===== src/rtl/score_display_pkg.sv =====
// Shared types and constants for the three-digit score display scanner.
package score_display_pkg;

    // Digit slot currently being driven by the scanner.
    typedef enum logic [1:0] {
        ONES  = 2'd0,
        TENS  = 2'd1,
        HUNDS = 2'd2
    } digit_state_e;

    // Active-high segment patterns, bit 0 = a ... bit 6 = g.
    localparam logic [6:0] SEG_0    = 7'h3F;
    localparam logic [6:0] SEG_1    = 7'h06;
    localparam logic [6:0] SEG_2    = 7'h5B;
    localparam logic [6:0] SEG_3    = 7'h4F;
    localparam logic [6:0] SEG_4    = 7'h66;
    localparam logic [6:0] SEG_5    = 7'h6D;
    localparam logic [6:0] SEG_6    = 7'h7D;
    localparam logic [6:0] SEG_7    = 7'h07;
    localparam logic [6:0] SEG_8    = 7'h7F;
    localparam logic [6:0] SEG_9    = 7'h6F;
    localparam logic [6:0] SEG_DASH = 7'h40;
    localparam logic [6:0] SEG_OFF  = 7'h00;

    // One-hot digit enables.
    localparam logic [2:0] AN_ONES  = 3'b001;
    localparam logic [2:0] AN_TENS  = 3'b010;
    localparam logic [2:0] AN_HUNDS = 3'b100;
    localparam logic [2:0] AN_OFF   = 3'b000;

endpackage


===== src/rtl/bcd_to_seg7.sv =====
// Combinational BCD to seven-segment decoder; codes above 9 show a dash.
module bcd_to_seg7
    import score_display_pkg::*;
(
    input  logic [3:0] bcd_i,
    output logic [6:0] seg_o
);

    // Table lookup of the segment pattern for one digit.
    always_comb begin
        seg_o = SEG_DASH;
        case (bcd_i)
            4'd0:    seg_o = SEG_0;
            4'd1:    seg_o = SEG_1;
            4'd2:    seg_o = SEG_2;
            4'd3:    seg_o = SEG_3;
            4'd4:    seg_o = SEG_4;
            4'd5:    seg_o = SEG_5;
            4'd6:    seg_o = SEG_6;
            4'd7:    seg_o = SEG_7;
            4'd8:    seg_o = SEG_8;
            4'd9:    seg_o = SEG_9;
            default: seg_o = SEG_DASH;
        endcase
    end

endmodule


===== src/rtl/score_display_scanner.sv =====
// Multiplexed three-digit score display with guard bands, leading-zero
// blanking, tear-free frame capture and a game-over blink episode.
// Outputs are registered from the next-state values so that the pins line
// up exactly with the slot counter (output at slot count k reflects k).
module score_display_scanner
    import score_display_pkg::*;
#(
    parameter int SCAN_DIV   = 1000,
    parameter int GUARD      = 2,
    parameter int BLINK_HALF = 32,
    parameter int BLINK_REPS = 3
) (
    input  logic       clk,
    input  logic       nRst,
    input  logic [3:0] bcd_ones,
    input  logic [3:0] bcd_tens,
    input  logic [3:0] bcd_hundreds,
    input  logic       isGameComplete,
    output logic [6:0] seg,
    output logic [2:0] an,
    output logic       mode_blinking
);

    localparam int CNT_W = 16;
    localparam int PH_W  = $clog2(BLINK_HALF + 1);
    localparam int RP_W  = $clog2(BLINK_REPS + 1);

    localparam logic [CNT_W-1:0] CNT_LAST  = CNT_W'(SCAN_DIV - 1);
    localparam logic [CNT_W-1:0] CNT_GUARD = CNT_W'(GUARD);
    localparam logic [PH_W-1:0]  PH_LAST   = PH_W'(BLINK_HALF - 1);
    localparam logic [RP_W-1:0]  RP_LAST   = RP_W'(BLINK_REPS - 1);

    digit_state_e     slot_q, slot_d;
    logic [CNT_W-1:0] cnt_q, cnt_d;
    logic [3:0]       ones_q, ones_d;
    logic [3:0]       tens_q, tens_d;
    logic [3:0]       hunds_q, hunds_d;
    logic             blink_q, blink_d;
    logic             dark_q, dark_d;
    logic [PH_W-1:0]  phase_q, phase_d;
    logic [RP_W-1:0]  rep_q, rep_d;
    logic [6:0]       seg_q, seg_d;
    logic [2:0]       an_q, an_d;

    logic             frame_end_s;
    logic [3:0]       digit_s;
    logic [2:0]       an_slot_s;
    logic             blank_s;
    logic [6:0]       seg_dec_s;

    bcd_to_seg7 u_dec (
        .bcd_i (digit_s),
        .seg_o (seg_dec_s)
    );

    // Slot counter and digit sequencing; frame ends on the last HUNDS cycle.
    always_comb begin
        frame_end_s = (slot_q == HUNDS) && (cnt_q == CNT_LAST);
        slot_d      = slot_q;
        cnt_d       = cnt_q;
        if (cnt_q == CNT_LAST) begin
            cnt_d = {CNT_W{1'b0}};
            case (slot_q)
                ONES:    slot_d = TENS;
                TENS:    slot_d = HUNDS;
                HUNDS:   slot_d = ONES;
                default: slot_d = ONES;
            endcase
        end else begin
            cnt_d  = cnt_q + CNT_W'(1);
            slot_d = slot_q;
        end
    end

    // Digits are only sampled at the frame boundary so a frame never tears.
    always_comb begin
        ones_d  = ones_q;
        tens_d  = tens_q;
        hunds_d = hunds_q;
        if (frame_end_s) begin
            ones_d  = bcd_ones;
            tens_d  = bcd_tens;
            hunds_d = bcd_hundreds;
        end else begin
            ones_d  = ones_q;
            tens_d  = tens_q;
            hunds_d = hunds_q;
        end
    end

    // Blink episode: a trigger restarts at dark/phase 0 and beats frame counting.
    always_comb begin
        blink_d = blink_q;
        dark_d  = dark_q;
        phase_d = phase_q;
        rep_d   = rep_q;
        if (isGameComplete) begin
            blink_d = 1'b1;
            dark_d  = 1'b1;
            phase_d = {PH_W{1'b0}};
            rep_d   = {RP_W{1'b0}};
        end else if (frame_end_s && blink_q) begin
            if (phase_q == PH_LAST) begin
                phase_d = {PH_W{1'b0}};
                if (dark_q) begin
                    dark_d = 1'b0;
                end else if (rep_q == RP_LAST) begin
                    blink_d = 1'b0;
                    dark_d  = 1'b0;
                    rep_d   = {RP_W{1'b0}};
                end else begin
                    rep_d  = rep_q + RP_W'(1);
                    dark_d = 1'b1;
                end
            end else begin
                phase_d = phase_q + PH_W'(1);
            end
        end else begin
            blink_d = blink_q;
        end
    end

    // Select the digit for the upcoming slot and apply leading-zero blanking.
    always_comb begin
        digit_s   = ones_d;
        an_slot_s = AN_ONES;
        blank_s   = 1'b0;
        case (slot_d)
            ONES: begin
                digit_s   = ones_d;
                an_slot_s = AN_ONES;
                blank_s   = 1'b0;
            end
            TENS: begin
                digit_s   = tens_d;
                an_slot_s = AN_TENS;
                blank_s   = (hunds_d == 4'd0) && (tens_d == 4'd0);
            end
            HUNDS: begin
                digit_s   = hunds_d;
                an_slot_s = AN_HUNDS;
                blank_s   = (hunds_d == 4'd0);
            end
            default: begin
                digit_s   = 4'd0;
                an_slot_s = AN_OFF;
                blank_s   = 1'b1;
            end
        endcase
    end

    // Next pin values: dark during guard, blanked digits and blink dark phases.
    always_comb begin
        seg_d = SEG_OFF;
        an_d  = AN_OFF;
        if ((cnt_d < CNT_GUARD) || blank_s || (blink_d && dark_d)) begin
            seg_d = SEG_OFF;
            an_d  = AN_OFF;
        end else begin
            seg_d = seg_dec_s;
            an_d  = an_slot_s;
        end
    end

    // State and output registers, cleared immediately by reset.
    always_ff @(posedge clk or negedge nRst) begin
        if (!nRst) begin
            slot_q  <= ONES;
            cnt_q   <= {CNT_W{1'b0}};
            ones_q  <= 4'd0;
            tens_q  <= 4'd0;
            hunds_q <= 4'd0;
            blink_q <= 1'b0;
            dark_q  <= 1'b0;
            phase_q <= {PH_W{1'b0}};
            rep_q   <= {RP_W{1'b0}};
            seg_q   <= SEG_OFF;
            an_q    <= AN_OFF;
        end else begin
            slot_q  <= slot_d;
            cnt_q   <= cnt_d;
            ones_q  <= ones_d;
            tens_q  <= tens_d;
            hunds_q <= hunds_d;
            blink_q <= blink_d;
            dark_q  <= dark_d;
            phase_q <= phase_d;
            rep_q   <= rep_d;
            seg_q   <= seg_d;
            an_q    <= an_d;
        end
    end

    assign seg           = seg_q;
    assign an            = an_q;
    assign mode_blinking = blink_q;

endmodule


===== config.mk =====
export PLATFORM = sky130hd
export DESIGN_NAME = score_display_scanner
export DESIGN_NICKNAME = d
export VERILOG_FILES = /design/src/rtl/score_display_pkg.sv /design/src/rtl/bcd_to_seg7.sv /design/src/rtl/score_display_scanner.sv
export SDC_FILE = /design/constraint.sdc
export NUM_CORES = 1
export LEC_CHECK = 0
export BUFFER_PORTS_ARGS = -buffer_cell sky130_fd_sc_hd__buf_2
export CAP_MARGIN = 25
export CORE_UTILIZATION = 30
export DETAILED_ROUTE_END_ITERATION = 7
export PLACE_DENSITY_LB_ADDON = 0.08
export SLEW_MARGIN = 0
export SYNTH_ARGS = -nofsm -noshare
export SYNTH_HDL_FRONTEND = slang
export SYNTH_SLANG_ARGS = --single-unit

===== constraint.sdc =====
create_clock -name clk -period 7.7 [get_ports clk]
set_input_delay 0.77 -clock clk [delete_from_list [all_inputs] [get_ports clk]]
set_output_delay 0.77 -clock clk [all_outputs]
set_load 0.005 [all_outputs]

==> impl_metrics.json, run 1 <==
{
  "start_kind": "flop",
  "yosys.area.top_type": "dfrtp_1",
  "h-tree-depth": 2,
  "grt_pass1_wl_mm": 10.69,
  "p_comb_frac": 0.024,
  "critPathMostFrequentCell": "or4_4",
  "grt_setup_unrepaired": "no",
  "skew_ps": 9.931,
  "r2r_cells": 8,
  "seq_area_frac_synth": 0.4312,
  "diodes": 0,
  "via_per_inst": 5.002,
  "syn-cell-area_mm2": 0.002902,
  "power.internal_uw": 328.2,
  "yosys.area.top_type_share": 0.4312,
  "vias": 2136,
  "hp-class": "reg -> reg",
  "async_reset_ff_frac": 1.000,
  "gr-total-overflow": 0,
  "coreArea_mm2": 0.009284,
  "reg2reg_slack_ps": 4200,
  "synth.area.top_cells": "dfrtp_1, mux2_2, nor2_1",
  "p_total_uw": 421.0,
  "die_w_um": 100.3,
  "pwr-share-seq": 0.623,
  "drt-total-wl_mm": 6.300,
  "final_util": 0.3396,
  "ir_worst_vdd_mv": 0.06024,
  "drt_pass1_iterations": 4,
  "holdWs_ps": 489.2,
  "p_leak_nw": 1.412,
  "fin_crit_sh": 0.4546,
  "grt_max_degree": 51,
  "synth_edf_count": 0,
  "syn_to_final_growth_pct": 8.667,
  "rows": 35,
  "cp_max_fo": 19,
  "gp_congestion": 0.7893,
  "track_usage": 0.1359,
  "cts_tree": "built",
  "layout-drive-gt1-share": 0.2047,
  "synth_nets": 300,
  "max_cap_violations": 0,
  "path_cells": "or4_4 > or4_4 > nor2_8 > mux2i_1 > mux4_2 > ha_1 > mux2_2 > a211oi_1",
  "cts_resized": 0,
  "setup_viol": 0,
  "antenna_found_initial": 0,
  "dieArea_mm2": 0.01007,
  "required_ps": 7910,
  "rr_startpoint": "cnt_q[4]$_DFF_PN0_",
  "crit_start": "cnt_q[4]$_DFF_PN0_",
  "ys_types": 61,
  "synth-main-ff-cell": "dfrtp_1",
  "clk_pin_slew_ps": 90,
  "finalInstanceArea_mm2": 0.003153,
  "placedInstanceArea_mm2": 0.003077,
  "post-dp-hpwl_mm": 4.544,
  "postCtsSetupRepairBufs": 0,
  "clockPowerShare": 0.353,
  "cts_buffers": 5,
  "power_density_mw_per_mm2": 133.5,
  "final_antenna_net_count": 0,
  "clock-sinks": 50,
  "power.share.switching": 0.2205,
  "maxSlewViolCount": 0,
  "endpoint": "seg[3]$_DFF_PN0_",
  "routedWlPerCell_um": 14.75,
  "drt_iter0_drc": 73,
  "arrival_ps": 3710,
  "initial_core_util": 0.3125,
  "yosys_warnings": 0,
  "endpoint_kind": "flop",
  "status": "finished, final reports clean",
  "worst_slew_pin_slew_ps": 826.4,
  "post-route-min-period_ps": 3500,
  "die_h_um": 100.3,
  "critPathSlowestCell": "or4_4",
  "power.switching_uw": 92.82,
  "io_buffers": 25,
  "reg2reg_to": "seg[3]$_DFF_PN0_",
  "synth_seq_cells": 50,
  "hold_buffers": 0,
  "grt_pass1_vias": 2033,
  "relSlewSlack": 0.4490,
  "synth_cells": 279,
  "num_io_pins": 26,
  "avgSynthCellArea_um2": 10.40,
  "max_stage_delay_ps": 630,
  "route.detailed.drc": 0,
  "fin_nets": 319,
  "final.setup.tns_ps": 0,
  "cts_root_buf": "clkbuf_8",
  "final-hold-violation-count": 0,
  "timing.fmax_ghz": 0.2857,
  "worstSetupPathType": "reg -> reg",
  "clk_latency_ps": 300,
  "clockBufferDepth": 2
}
## cells by family after synthesis
kind of cell               count (synthesis)  synth area share
and+or+nand+nor                          105            0.2070
adders and majority gates                  7           0.02932
xor gates and xnor gates                  15           0.04528
AOI/OAI and AO/OA                         56            0.1406
muxes                                     23           0.09401
buffers and inverters                     23           0.05260
DFF                                       50            0.4312
## how the worst min path moves through the flow
stage | from | endpoint | slack [ps] | depth (start not counted)
2_1_floorplan | cnt_q[15]$_DFF_PN0_ | cnt_q[15]$_DFF_PN0_ | 450 | 1
3_3_place_gp | cnt_q[15]$_DFF_PN0_ | cnt_q[15]$_DFF_PN0_ | 480 | 1
3_5_place_dp | cnt_q[15]$_DFF_PN0_ | cnt_q[15]$_DFF_PN0_ | 480 | 1
4_1_cts | cnt_q[15]$_DFF_PN0_ | cnt_q[15]$_DFF_PN0_ | 500 | 1
5_1_grt | cnt_q[15]$_DFF_PN0_ | cnt_q[15]$_DFF_PN0_ | 520 | 1
6_report | cnt_q[15]$_DFF_PN0_ | cnt_q[15]$_DFF_PN0_ | 490 | 1
## cell type report
cell class | count | area (um^2)
inverters | 9 | 33.78
repair buffers | 26 | 132.6
flip-flops and latches | 50 | 1251
multi-input cells | 206 | 1498
well taps | 129 | 161.4
fillers | 1014 | 6131
clock buffers | 7 | 76.32
## power by group through the flow
stage | registers [mW] | clock network (mW) | logic [mW]
2_1_floorplan | 0.268 | 0 | 0.000896
3_3_place_gp | 0.268 | 0 | 0.0111
3_5_place_dp | 0.268 | 0 | 0.0111
4_1_cts | 0.262 | 0.157 | 0.0111
5_1_grt | 0.262 | 0.168 | 0.0123
6_report | 0.262 | 0.149 | 0.0102
## per-layer routing
metal  wire length [um]  GRT usage
met5                  0          0
met2               2750     0.2055
met3                277    0.02925
met1               3202     0.1956
met4                 70    0.03679
## critical path, delay by kind of cell (launching register included)
kind | cells | cell delay (ps)
adders and majority gates | 1 | 320
DFF | 1 | 480
and+or+nand+nor | 3 | 1460
AOI/OAI and AO/OA | 1 | 210
muxes | 3 | 920
## Yosys cell counts, drive strengths merged, types with 2 or more instances
library cell / n
and3: 3
clkbuf: 6
o211ai: 3
nand2: 21
xor2: 9
mux2: 14
nor2b: 2
nor2: 27
xnor2: 6
a221oi: 3
o21a: 3
nor3: 9
nand3: 11
a21o: 2
o21ai: 12
and2: 3
ha: 6
nand4b: 3
or4: 2
dfrtp: 50
o21bai: 2
or3: 2
buf: 8
a311oi: 4
nand4: 10
a31oi: 4
nor4: 5
nand2b: 2
mux4: 2
nand3b: 2
inv: 9
mux2i: 7
a21oi: 12
a211oi: 4
## metrics by stage
stage / cells / setup WS, ps
after global routing: 427 / 3944
final: 427 / 4200
after detailed placement: 420 / 4194
after global placement: 420 / 4203
after CTS: 427 / 4162
after floorplan: 279 / 4449
## layout by cell type, fill, tap and decap left out, types with 9 or more instances in the layout
cell,count
mux2_2,13
nand3_1,10
inv_1,9
nor2_1,26
xor2_1,9
a21oi_1,12
buf_2,25
dfrtp_1,50
o21ai_0,10
nand4_1,10
nand2_1,20
## state kept, by name, indices dropped and copies added (netlist names)
| signal | cells |
|---|---|
| ones_q | 4 |
| cnt_q | 16 |
| tens_q | 4 |
| dark_q | 1 |
| mode_blinking | 1 |
| an | 3 |
| hunds_q | 4 |
| slot_q | 2 |
| rep_q | 2 |
| seg | 7 |
| phase_q | 6 |
(Power assumes the default switching activity.)
==> run 2, diff against run 1 <==
- clock period: 7.7 -> 3.45 ns (I/O delays scaled with it)
==> impl_metrics.json, run 2 (synthesis results as in run 1) <==
{
  "postCtsSetupRepairBufs": 0,
  "worstSetupPathType": "reg -> reg",
  "h-tree-depth": 2,
  "max_cap_violations": 0,
  "drt_pass1_iterations": 4,
  "place_inst": 433,
  "setup_viol": 0,
  "skew_ps": 8.317,
  "required_ps": 3680,
  "final_antenna_net_count": 0,
  "post-dp-hpwl_mm": 4.810,
  "cts_buffers": 5,
  "relSlewSlack": 0.4275,
  "final-hold-violation-count": 0,
  "final_util": 0.3540,
  "initial_core_util": 0.3125,
  "die_h_um": 100.3,
  "ir_worst_vdd_mv": 0.1503,
  "gr-total-overflow": 0,
  "num_io_pins": 26,
  "coreArea_mm2": 0.009284,
  "clock-sinks": 50,
  "fin_nets": 332,
  "cp_max_fo": 8,
  "via_per_inst": 4.914,
  "final_common_cell": "dfrtp_1",
  "drt-total-wl_mm": 6.578,
  "grt_setup_unrepaired": "no",
  "power_density_mw_per_mm2": 315.5,
  "final.setup.tns_ps": 0,
  "seq_area_mm2": 0.001251,
  "antenna_found_initial": 0,
  "status": "finished, final reports clean",
  "max_stage_delay_ps": 630,
  "rows": 35,
  "layout-drive-gt1-share": 0.2468,
  "fin_crit_sh": 0.9583,
  "grt_max_degree": 38,
  "endpoint_kind": "flop",
  "io_buffers": 25,
  "clk_latency_ps": 310,
  "dieArea_mm2": 0.01007,
  "routedWlPerCell_um": 14.92,
  "layout_common_cells": "dfrtp_1, nor2_1, buf_2, nand2_1, buf_4",
  "vias": 2167,
  "grt_pass1_vias": 2144,
  "diodes": 0,
  "multiInputGateArea_mm2": 0.001500,
  "hold_buffers": 0,
  "clockBufferDepth": 2,
  "hp-class": "in -> async",
  "layout.cells.non_filler": 441,
  "maxSlewViolCount": 0,
  "critPathMostFrequentCell": "or4_4",
  "start_kind": "flop",
  "largest_reg_flops": 16,
  "arrival_ps": 3530,
  "fillers": 988,
  "route.detailed.drc": 0,
  "clk_pin_slew_ps": 100,
  "cts_root_buf": "clkbuf_8",
  "die_w_um": 100.3,
  "gp_congestion": 0.8013,
  "drt_iter0_drc": 59,
  "post-route-min-period_ps": 3306,
  "path_cells": "or4_4 > or4_4 > nor2_8 > mux2i_1 > mux4_2 > ha_1 > mux2_2 > a211oi_1",
  "largest-register": "cnt_q",
  "timing.fmax_ghz": 0.3025,
  "cts_tree": "built",
  "cts_resized": 0,
  "syn_to_final_growth_pct": 13.28,
  "p_leak_nw": 1.488,
  "grt_pass1_wl_mm": 11.21,
  "track_usage": 0.1441,
  "worst_slew_pin_slew_ps": 858.7,
  "critPathSlowestCell": "or4_4"
}
run 2: changes by cell type in the layout (fill, tap and decap cells not counted):
cell / before / now
ha_1: 6 / 5
ha_2: 0 / 1
clkbuf_1: 2 / 1
buf_4: 1 / 14
bufinv_16: 0 / 1
clkinvlp_4: 0 / 1
run 2: cell type report:
type	instances	share of cell area
tap	129	0.04911
clock inverter	2	0.01142
timing repair buffer	39	0.07004
inverter	9	0.01028
multi-input combinational	206	0.4564
sequential	50	0.3807
clock buffer	6	0.02208
run 2: critical path, delay by kind of cell (launching register included):
family,cells,cell delay (ps)
simple gates,3,1350
fa+ha+maj,1,320
flops,1,420
compound gates,1,220
mux,3,900
run 2: where the power goes:
part | leakage, nW | internal [mW] | switching, mW
logic | 0.763 | 0.00671 | 0.0163
registers | 0.674 | 0.586 | 0.000000000000000304
clock network | 0.0514 | 0.217 | 0.212
run 2: final timing paths:
path | end | slack [ps] | from | depth (start not counted)
setup / recovery | seg[3]$_DFF_PN0_ | 140 | cnt_q[13]$_DFF_PN0_ | 8
hold / removal | cnt_q[9]$_DFF_PN0_ | 140 | nRst | 1
setup reg to reg | seg[3]$_DFF_PN0_ | 140 | cnt_q[13]$_DFF_PN0_ | 8
hold reg to reg | cnt_q[15]$_DFF_PN0_ | 520 | cnt_q[15]$_DFF_PN0_ | 1
max in group asynchronous | hunds_q[2]$_DFF_PN0_ | 2580 | nRst | 2
min in group clk | tens_q[3]$_DFF_PN0_ | 260 | bcd_tens[3] | 2
run 2: metal layers:
layer | vias to the layer above | routed length (um) | GRT usage
met5 | - | 0 | 0
met4 | 0 | 68 | 0.04013
met1 | 1051 | 3530 | 0.2157
li1 | 1081 | - | -
met3 | 7 | 198 | 0.03064
met2 | 28 | 2780 | 0.2076
run 2: per-stage QoR:
step                instance area (um^2)  setup WS, ps  hold WS (ps)  total power [mW]
floorplan                           2902         198.8         49.41            0.5993
global placement                    3174         218.7         501.9            0.6217
detailed placement                  3174         181.2         502.0            0.6223
CTS                                 3284         143.2         181.0             1.057
global route                        3287         1.137         210.5             1.084
finish                              3287         143.8         135.7             1.037
